<file path="src/rtl/lifter_seq_pkg.sv">
// Shared types and constants for the cepstral lifter sequencer.
package lifter_seq_pkg;

  localparam int SAMPLE_W     = 16;
  localparam int IDX_W        = 4;
  localparam int CNT_W        = 5;
  localparam int NUM_COEF_DEF = 13;
  localparam int FCNT_W       = 16;
  localparam int ERR_W        = 2;

  typedef enum logic [1:0] {
    ST_IDLE  = 2'd0,
    ST_ISSUE = 2'd1,
    ST_DRAIN = 2'd2,
    ST_DONE  = 2'd3
  } state_e;

endpackage

</file>
<file path="src/rtl/lifter_seq_if.sv">
// Coefficient, lifter and MFCC output signals of the lifter sequencer.
interface lifter_seq_if;
  import lifter_seq_pkg::*;

  logic [SAMPLE_W-1:0] in_data;
  logic                in_valid;
  logic                in_ready;
  logic [SAMPLE_W-1:0] lift_data;
  logic                lift_valid;
  logic [IDX_W-1:0]    lift_index;
  logic [SAMPLE_W-1:0] lift_res;
  logic                lift_res_valid;
  logic [SAMPLE_W-1:0] mfcc_out;
  logic                mfcc_out_valid;
  logic [IDX_W-1:0]    mfcc_out_index;
  logic                mfcc_out_last;
  logic                frame_done;
  logic [FCNT_W-1:0]   frame_cnt;
  logic [ERR_W-1:0]    err;

  // sequencer side
  modport slave (
    input  in_data, in_valid, lift_res, lift_res_valid,
    output in_ready, lift_data, lift_valid, lift_index,
           mfcc_out, mfcc_out_valid, mfcc_out_index, mfcc_out_last,
           frame_done, frame_cnt, err
  );

  // upstream producer plus external lifter side
  modport master (
    output in_data, in_valid, lift_res, lift_res_valid,
    input  in_ready, lift_data, lift_valid, lift_index,
           mfcc_out, mfcc_out_valid, mfcc_out_index, mfcc_out_last,
           frame_done, frame_cnt, err
  );

endinterface

</file>
<file path="src/rtl/lifter_seq.sv">
// Sequences one frame of cepstral coefficients through an external lifter
// multiplier and forwards the liftered results with index/last tagging.
//
// state    | meaning
// ST_IDLE  | waiting for the first coefficient of a frame
// ST_ISSUE | forwarding coefficients to the lifter, collecting results
// ST_DRAIN | all coefficients issued, waiting for remaining results
// ST_DONE  | frame complete, single-cycle frame_done
module lifter_seq
  import lifter_seq_pkg::*;
#(
  parameter int NUM_COEF = NUM_COEF_DEF,
  parameter int LIFT_LAT = 3,
  parameter int TMO_CYC  = 32
) (
  input  logic        clk,
  input  logic        rst_n,
  lifter_seq_if.slave bus
);

  // a drain window shorter than the lifter pipeline could never complete
  localparam int TMO_EFF = (TMO_CYC > LIFT_LAT) ? TMO_CYC : LIFT_LAT + 1;
  localparam int TMR_W   = $clog2(TMO_EFF + 1);

  localparam logic [CNT_W-1:0] CNT_FULL = CNT_W'(NUM_COEF);
  localparam logic [CNT_W-1:0] CNT_LAST = CNT_W'(NUM_COEF - 1);
  localparam logic [TMR_W-1:0] TMR_LOAD = TMR_W'(TMO_EFF);

  state_e              state_q, state_d;
  logic [CNT_W-1:0]    iss_cnt_q, iss_cnt_d;
  logic [CNT_W-1:0]    res_cnt_q, res_cnt_d;
  logic [TMR_W-1:0]    tmr_q, tmr_d;

  logic [SAMPLE_W-1:0] lift_data_q;
  logic                lift_valid_q;
  logic [IDX_W-1:0]    lift_index_q;
  logic [SAMPLE_W-1:0] mfcc_out_q;
  logic                mfcc_out_valid_q;
  logic [IDX_W-1:0]    mfcc_out_index_q;
  logic                mfcc_out_last_q;
  logic [FCNT_W-1:0]   frame_cnt_q;
  logic [ERR_W-1:0]    err_q;

  logic in_ready;
  logic frame_done;
  logic xfer;
  logic issue_full;
  logic res_full;
  logic res_ok;
  logic res_bad;
  logic timeout;

  assign xfer       = bus.in_valid & in_ready;
  assign issue_full = (iss_cnt_q == CNT_FULL);
  assign res_full   = (res_cnt_q == CNT_FULL);
  assign res_ok     = bus.lift_res_valid & ((state_q == ST_ISSUE) | (state_q == ST_DRAIN)) & ~res_full;
  assign res_bad    = bus.lift_res_valid & ~res_ok;
  assign timeout    = (state_q == ST_DRAIN) & ~res_full & (tmr_q == '0);

  always_ff @(posedge clk or negedge rst_n) begin
    if (!rst_n) begin
      state_q   <= ST_IDLE;
      iss_cnt_q <= '0;
      res_cnt_q <= '0;
      tmr_q     <= TMR_LOAD;
    end else begin
      state_q   <= state_d;
      iss_cnt_q <= iss_cnt_d;
      res_cnt_q <= res_cnt_d;
      tmr_q     <= tmr_d;
    end
  end

  always_comb begin
    state_d = state_q;
    unique case (state_q)
      ST_IDLE:  if (xfer) state_d = ST_ISSUE;
      ST_ISSUE: begin
        if (res_full)        state_d = ST_DONE;
        else if (issue_full) state_d = ST_DRAIN;
      end
      ST_DRAIN: begin
        if (res_full)     state_d = ST_DONE;
        else if (timeout) state_d = ST_IDLE;
      end
      ST_DONE:  state_d = ST_IDLE;
      default:  state_d = ST_IDLE;
    endcase
  end

  always_comb begin
    in_ready   = (state_q == ST_IDLE) | ((state_q == ST_ISSUE) & ~issue_full);
    frame_done = (state_q == ST_DONE);
  end

  // frame bookkeeping: counters restart after DONE or an abandoned drain
  always_comb begin
    iss_cnt_d = iss_cnt_q;
    res_cnt_d = res_cnt_q;
    if (xfer)   iss_cnt_d = iss_cnt_q + CNT_W'(1);
    if (res_ok) res_cnt_d = res_cnt_q + CNT_W'(1);
    if ((state_q == ST_DONE) | timeout) begin
      iss_cnt_d = '0;
      res_cnt_d = '0;
    end
    tmr_d = TMR_LOAD;
    if (state_q == ST_DRAIN) tmr_d = (tmr_q != '0) ? tmr_q - TMR_W'(1) : tmr_q;
  end

  always_ff @(posedge clk or negedge rst_n) begin
    if (!rst_n) begin
      lift_data_q      <= '0;
      lift_valid_q     <= 1'b0;
      lift_index_q     <= '0;
      mfcc_out_q       <= '0;
      mfcc_out_valid_q <= 1'b0;
      mfcc_out_index_q <= '0;
      mfcc_out_last_q  <= 1'b0;
      frame_cnt_q      <= '0;
      err_q            <= '0;
    end else begin
      lift_valid_q     <= xfer;
      mfcc_out_valid_q <= res_ok;
      if (xfer) begin
        lift_data_q  <= bus.in_data;
        lift_index_q <= iss_cnt_q[IDX_W-1:0];
      end
      if (res_ok) begin
        mfcc_out_q       <= bus.lift_res;
        mfcc_out_index_q <= res_cnt_q[IDX_W-1:0];
        mfcc_out_last_q  <= (res_cnt_q == CNT_LAST);
      end
      if (state_d == ST_DONE) frame_cnt_q <= frame_cnt_q + FCNT_W'(1);
      err_q <= err_q | {timeout, res_bad};
    end
  end

  assign bus.in_ready       = in_ready;
  assign bus.lift_data      = lift_data_q;
  assign bus.lift_valid     = lift_valid_q;
  assign bus.lift_index     = lift_index_q;
  assign bus.mfcc_out       = mfcc_out_q;
  assign bus.mfcc_out_valid = mfcc_out_valid_q;
  assign bus.mfcc_out_index = mfcc_out_index_q;
  assign bus.mfcc_out_last  = mfcc_out_last_q;
  assign bus.frame_done     = frame_done;
  assign bus.frame_cnt      = frame_cnt_q;
  assign bus.err            = err_q;

endmodule
</file>
<file path="src/flat_wrapper.sv">
// flat-port wrapper written by rule: the top's interface ports become plain ports
module lifter_seq_flat import lifter_seq_pkg::*;
#(
  parameter int NUM_COEF = NUM_COEF_DEF,
  parameter int LIFT_LAT = 3,
  parameter int TMO_CYC  = 32
)
  (clk, rst_n, bus_in_data, bus_in_valid, bus_lift_res, bus_lift_res_valid, bus_in_ready, bus_lift_data, bus_lift_valid, bus_lift_index, bus_mfcc_out, bus_mfcc_out_valid, bus_mfcc_out_index, bus_mfcc_out_last, bus_frame_done, bus_frame_cnt, bus_err);
  lifter_seq_if bus_i ();
  input  logic clk;
  input  logic rst_n;
  input wire logic [$bits(bus_i.in_data)-1:0] bus_in_data;
  input wire logic [$bits(bus_i.in_valid)-1:0] bus_in_valid;
  input wire logic [$bits(bus_i.lift_res)-1:0] bus_lift_res;
  input wire logic [$bits(bus_i.lift_res_valid)-1:0] bus_lift_res_valid;
  output wire logic [$bits(bus_i.in_ready)-1:0] bus_in_ready;
  output wire logic [$bits(bus_i.lift_data)-1:0] bus_lift_data;
  output wire logic [$bits(bus_i.lift_valid)-1:0] bus_lift_valid;
  output wire logic [$bits(bus_i.lift_index)-1:0] bus_lift_index;
  output wire logic [$bits(bus_i.mfcc_out)-1:0] bus_mfcc_out;
  output wire logic [$bits(bus_i.mfcc_out_valid)-1:0] bus_mfcc_out_valid;
  output wire logic [$bits(bus_i.mfcc_out_index)-1:0] bus_mfcc_out_index;
  output wire logic [$bits(bus_i.mfcc_out_last)-1:0] bus_mfcc_out_last;
  output wire logic [$bits(bus_i.frame_done)-1:0] bus_frame_done;
  output wire logic [$bits(bus_i.frame_cnt)-1:0] bus_frame_cnt;
  output wire logic [$bits(bus_i.err)-1:0] bus_err;
  assign bus_i.in_data = bus_in_data;
  assign bus_i.in_valid = bus_in_valid;
  assign bus_i.lift_res = bus_lift_res;
  assign bus_i.lift_res_valid = bus_lift_res_valid;
  assign bus_in_ready = bus_i.in_ready;
  assign bus_lift_data = bus_i.lift_data;
  assign bus_lift_valid = bus_i.lift_valid;
  assign bus_lift_index = bus_i.lift_index;
  assign bus_mfcc_out = bus_i.mfcc_out;
  assign bus_mfcc_out_valid = bus_i.mfcc_out_valid;
  assign bus_mfcc_out_index = bus_i.mfcc_out_index;
  assign bus_mfcc_out_last = bus_i.mfcc_out_last;
  assign bus_frame_done = bus_i.frame_done;
  assign bus_frame_cnt = bus_i.frame_cnt;
  assign bus_err = bus_i.err;
  lifter_seq #(.NUM_COEF(NUM_COEF), .LIFT_LAT(LIFT_LAT), .TMO_CYC(TMO_CYC)) u_core (.clk(clk), .rst_n(rst_n), .bus(bus_i));
endmodule
</file>
<file path="config.mk">
export PLATFORM = sky130hd
export DESIGN_NAME = lifter_seq_flat
export DESIGN_NICKNAME = d
export VERILOG_FILES = /design/src/rtl/lifter_seq_pkg.sv /design/src/rtl/lifter_seq_if.sv /design/src/rtl/lifter_seq.sv /design/src/flat_wrapper.sv
export SDC_FILE = /design/constraint.sdc
export NUM_CORES = 1
export LEC_CHECK = 0
export ABC_AREA = 0
export CAP_MARGIN = 20
export CORE_UTILIZATION = 30
export CTS_BUF_LIST = sky130_fd_sc_hd__clkbuf_8
export DETAILED_ROUTE_END_ITERATION = 7
export GPL_ROUTABILITY_DRIVEN = 0
export GPL_TIMING_DRIVEN = 0
export PLACE_DENSITY = 0.61
export SETUP_SLACK_MARGIN = 0.4
export SYNTH_ARGS = -nofsm -noshare
export SYNTH_HDL_FRONTEND = slang
export SYNTH_SLANG_ARGS = --single-unit
</file>
<file path="constraint.sdc">
create_clock -name clk -period 2.5 [get_ports clk]
set_input_delay 0.5 -clock clk [delete_from_list [all_inputs] [get_ports clk]]
set_output_delay 0.5 -clock clk [all_outputs]
set_load 0.05 [all_outputs]
</file>
==> impl_metrics.py <==
metrics = {
    "logic_synthesis": {
        "synth-warning-count": 0,
        "synth-seq-area-share": 0.559,
        "mappedNetlistNets": 400,
        "synth.ff_latch_count": 79,
        "synth.avg_cell_area_um2": 10.1,
        "synthCells": 352,
        "synthesis.area_mm2": 0.00354,
        "number_of_distinct_library_cells_after_synthesis": 39,
    },
    "clock_network": {
        "cts_htree_levels": 3,
        "worst_skew_pair.late_latency_ns": 0.36,
        "cts_tree": "built",
        "worst_setup_hold_path_clk_slew_ns": 0.10,
        "master_cell_of_the_clock_root_buffer": "clkbuf_8",
        "cts_hold_repair.buffers": 0,
        "cts_sinks": 79,
        "cts_inserted_buffers": 9,
        "cts.path.max_buffers": 2,
    },
    "pwr": {
        "power.internal_mw": 3.26,
        "power.share.clock": 0.166,
        "ir_worst_vdd_mv": 0.652,
        "power_frac_seq": 0.329,
        "fin_total_pwr_mw": 6.10,
        "power.share.combinational": 0.505,
        "power-per-cell-area_mw_per_mm2": 1220,
        "switching_share": 0.466,
        "power_leakage_nw": 2.52,
        "net-switching-power_mw": 2.84,
    },
    "critical_path": {
        "critical_path_peak_fanout": 4,
        "critical_path_class": "register to output port",
        "crit_path_max_incr_delay_ns": 0.41,
        "required_ns": 2.00,
        "worstSetupStartpointType": "register",
        "path_delay_family": "flip-flops",
        "crit_buf_inv": 2,
        "crit_path_top_delay_cell": "dfrtp_1",
        "setup.worst_path.end_class": "output port",
        "timing.critical_path.cells": "inv_1, ha_1, nand4b_1, a21o_1, clkbuf_4",
        "timing.reg2reg.setup_slack_ns": 0.47,
        "critical_path_arrival_ns": 1.58,
    },
    "sta": {
        "hold_violations": 0,
        "tightestPinTransition_ns": 0.562,
        "unrepaired_setup_endpoints_after_global_routing": "yes",
        "hold-worst-slack_ns": 0.119,
        "pins_over_their_slew_limit": 0,
        "finClkSkew_ns": 0.0193,
        "min_period_ns": 2.08,
        "achievable-frequency_mhz": 481,
        "timing.final.crit_share": 0.831,
        "slew-limit-headroom": 0.623,
        "postLayoutSetupSlackWorst_ns": 0.423,
        "final-setup-viol-count": 0,
    },
    "global_route": {
        "overflow": 0,
        "grt_pass1_vias": 2820,
        "grt_pass1_wl_um": 13200,
        "grt_max_degree": 42,
        "antenna_violations_before_repair": 0,
        "gr-usage-all-layers": 0.132,
    },
    "placed_design": {
        "place_hpwl_um": 5580,
        "io_buffers": 98,
        "setup_slack_at_placement_ns": 0.141,
    },
    "cells_and_area": {
        "nets": 514,
        "layout_common_cells": "nand2_1 (116), dfrtp_1 (77), clkdlybuf4s50_1 (76)",
        "n_antenna_cell": 0,
        "number_of_filler_instances_in_the_final_layout": 1136,
        "fin_util": 0.435,
        "layout-drive-gt1-share": 0.106,
        "mostFrequentLayoutCell": "nand2_1",
        "syn_to_final_growth_pct": 41.0,
    },
    "route": {
        "wl_per_cell_um": 12.7,
        "route.antenna.remaining_nets": 0,
        "finalWirelength_um": 7790,
        "drt-initial-drc-count": 91,
        "dr.pass1.iters": 4,
        "remaining_drc_errors": 0,
        "drt-vias-per-instance": 4.54,
        "vias": 2790,
    },
    "outcome": {
        "status": "finished, final reports clean",
    },
    "die": {
        "die_x_um": 111,
        "core_area_mm2": 0.0115,
        "io_pins": 99,
        "die_area_mm2": 0.0122,
        "die_height_um": 111,
        "std_cell_rows": 39,
        "initial_util": 0.309,
    },
    "run": {
        "max_cap_viol_count": 0,
    },
    "hold_path": {
        "timing.hold.worst.class": "input port to asynchronous set/reset pin",
    },
}
[registers in the layout (all words and copies together) (netlist names), 4 cells and up]
signal                     flops
u_core.bus.lift_index          4
u_core.tmr_q                   6
u_core.res_cnt_q               5
u_core.bus.frame_cnt          16
u_core.bus.lift_data          16
u_core.bus.mfcc_out           16
u_core.iss_cnt_q               5
u_core.bus.mfcc_out_index      4
[metal layers]
| metal | vias to the layer above | routed length, um | global-route usage |
|---|---|---|---|
| met2 | 58 | 3970 | 0.237 |
| met3 | 7 | 353 | 0.0434 |
| met5 | - | 0 | 0 |
| met4 | 0 | 67 | 0.0356 |
| li1 | 1383 | - | - |
| met1 | 1342 | 3400 | 0.150 |
[metrics by stage]
stage	TNS, ns	instances	cell area (um^2)
after global placement	-155.09	593	4700
after floorplan	0	352	3540
final	0	614	4990
after global routing	0	614	4990
after detailed placement	0	594	4720
after CTS	0	611	4920
[worst register-to-register path, stage by stage (launching register included)]
cell,delay [ns]
dfrtp_2,0.43
inv_2,0.07
ha_1,0.25
o21ba_2,0.29
o311ai_2,0.12
o21ai_2,0.32
buf_4,0.19
nand4_1,0.11
xnor2_1,0.15
[path summary, 6_finish.rpt]
path                                       endpoint                start  cells past startpoint
setup reg to reg           u_core.bus.frame_cnt[10]    u_core.state_q[0]                      8
setup / recovery                       bus_in_ready  u_core.iss_cnt_q[1]                      5
hold / removal               u_core.bus.mfcc_out[4]                rst_n                      1
max in group asynchronous   u_core.bus.lift_data[7]                rst_n                      2
hold reg to reg                   u_core.bus.err[0]    u_core.bus.err[0]                      1
min in group clk                  u_core.bus.err[0]    u_core.bus.err[0]                      1
[power by group through the flow]
stage                     clock (mW)  sequential [mW]  combinational, mW
after floorplan                    0             3.14              0.919
after global placement             0             2.02               3.04
after detailed placement           0             2.03               3.08
after CTS                       1.06             2.01               3.08
after global routing            1.10             2.08               3.31
final                           1.01             2.01               3.08
[kinds of logic after synthesis]
kind of cell | count (synthesis) | share of synthesized area
compound gates | 25 | 0.0498
xor+xnor | 26 | 0.0643
fa+ha+maj | 12 | 0.0424
buf+inv | 24 | 0.0315
flops | 79 | 0.559
mux | 4 | 0.0127
simple gates | 182 | 0.240
[layout make-up]
type,instances,area (um^2),area share
tap,143,179,0.0358
timing repair buffer,103,1040,0.208
inverter,11,41.3,0.00827
multi-input combinational,249,1460,0.293
clock buffer,9,124,0.0248
clock inverter,7,85.1,0.0170
sequential,79,1980,0.397
buffer,13,81.3,0.0163
[cell usage after synthesis]
library cell | number | share of area
nand2_1 | 117 | 0.12
dfrtp_1 | 78 | 0.55
xnor2_1 | 19 | 0.047
nand4_1 | 13 | 0.023
ha_1 | 12 | 0.042
inv_1 | 11 | 0.012
nor2_1 | 11 | 0.012
nand3_1 | 9 | 0.013
and3_1 | 8 | 0.014
o21ai_0 | 7 | 0.0099
xor2_1 | 7 | 0.017
clkbuf_1 | 6 | 0.0064
a21oi_1 | 5 | 0.0071
and2_1 | 5 | 0.0088
buf_2 | 5 | 0.0071
a21o_1 | 4 | 0.0085
mux2_2 | 4 | 0.013
nand4b_1 | 4 | 0.0099
nor3_1 | 3 | 0.0042
buf_6 | 2 | 0.0064
nor2b_1 | 2 | 0.0035
nor3b_1 | 2 | 0.0042
o21a_1 | 2 | 0.0042
a211oi_1 | 1 | 0.0021
a21boi_0 | 1 | 0.0021
and4b_2 | 1 | 0.0032
dfstp_2 | 1 | 0.0074
nand2b_1 | 1 | 0.0018
nand3b_1 | 1 | 0.0021
nor3b_2 | 1 | 0.0035
nor4_1 | 1 | 0.0018
nor4b_4 | 1 | 0.0067
o21ai_2 | 1 | 0.0025
o21ba_2 | 1 | 0.0028
o21bai_2 | 1 | 0.0032
o2bb2a_1 | 1 | 0.0028
o311ai_2 | 1 | 0.0046
or3_1 | 1 | 0.0018
or3_4 | 1 | 0.0032
[what timing repair did]
action                     CTS  global route
gates cloned                 0             1
resized for setup           14            30
setup endpoints to repair   20            54
pin swaps                    1             3
buffers inserted             1             2
Note: power is estimated with default switching activity, not from simulation.
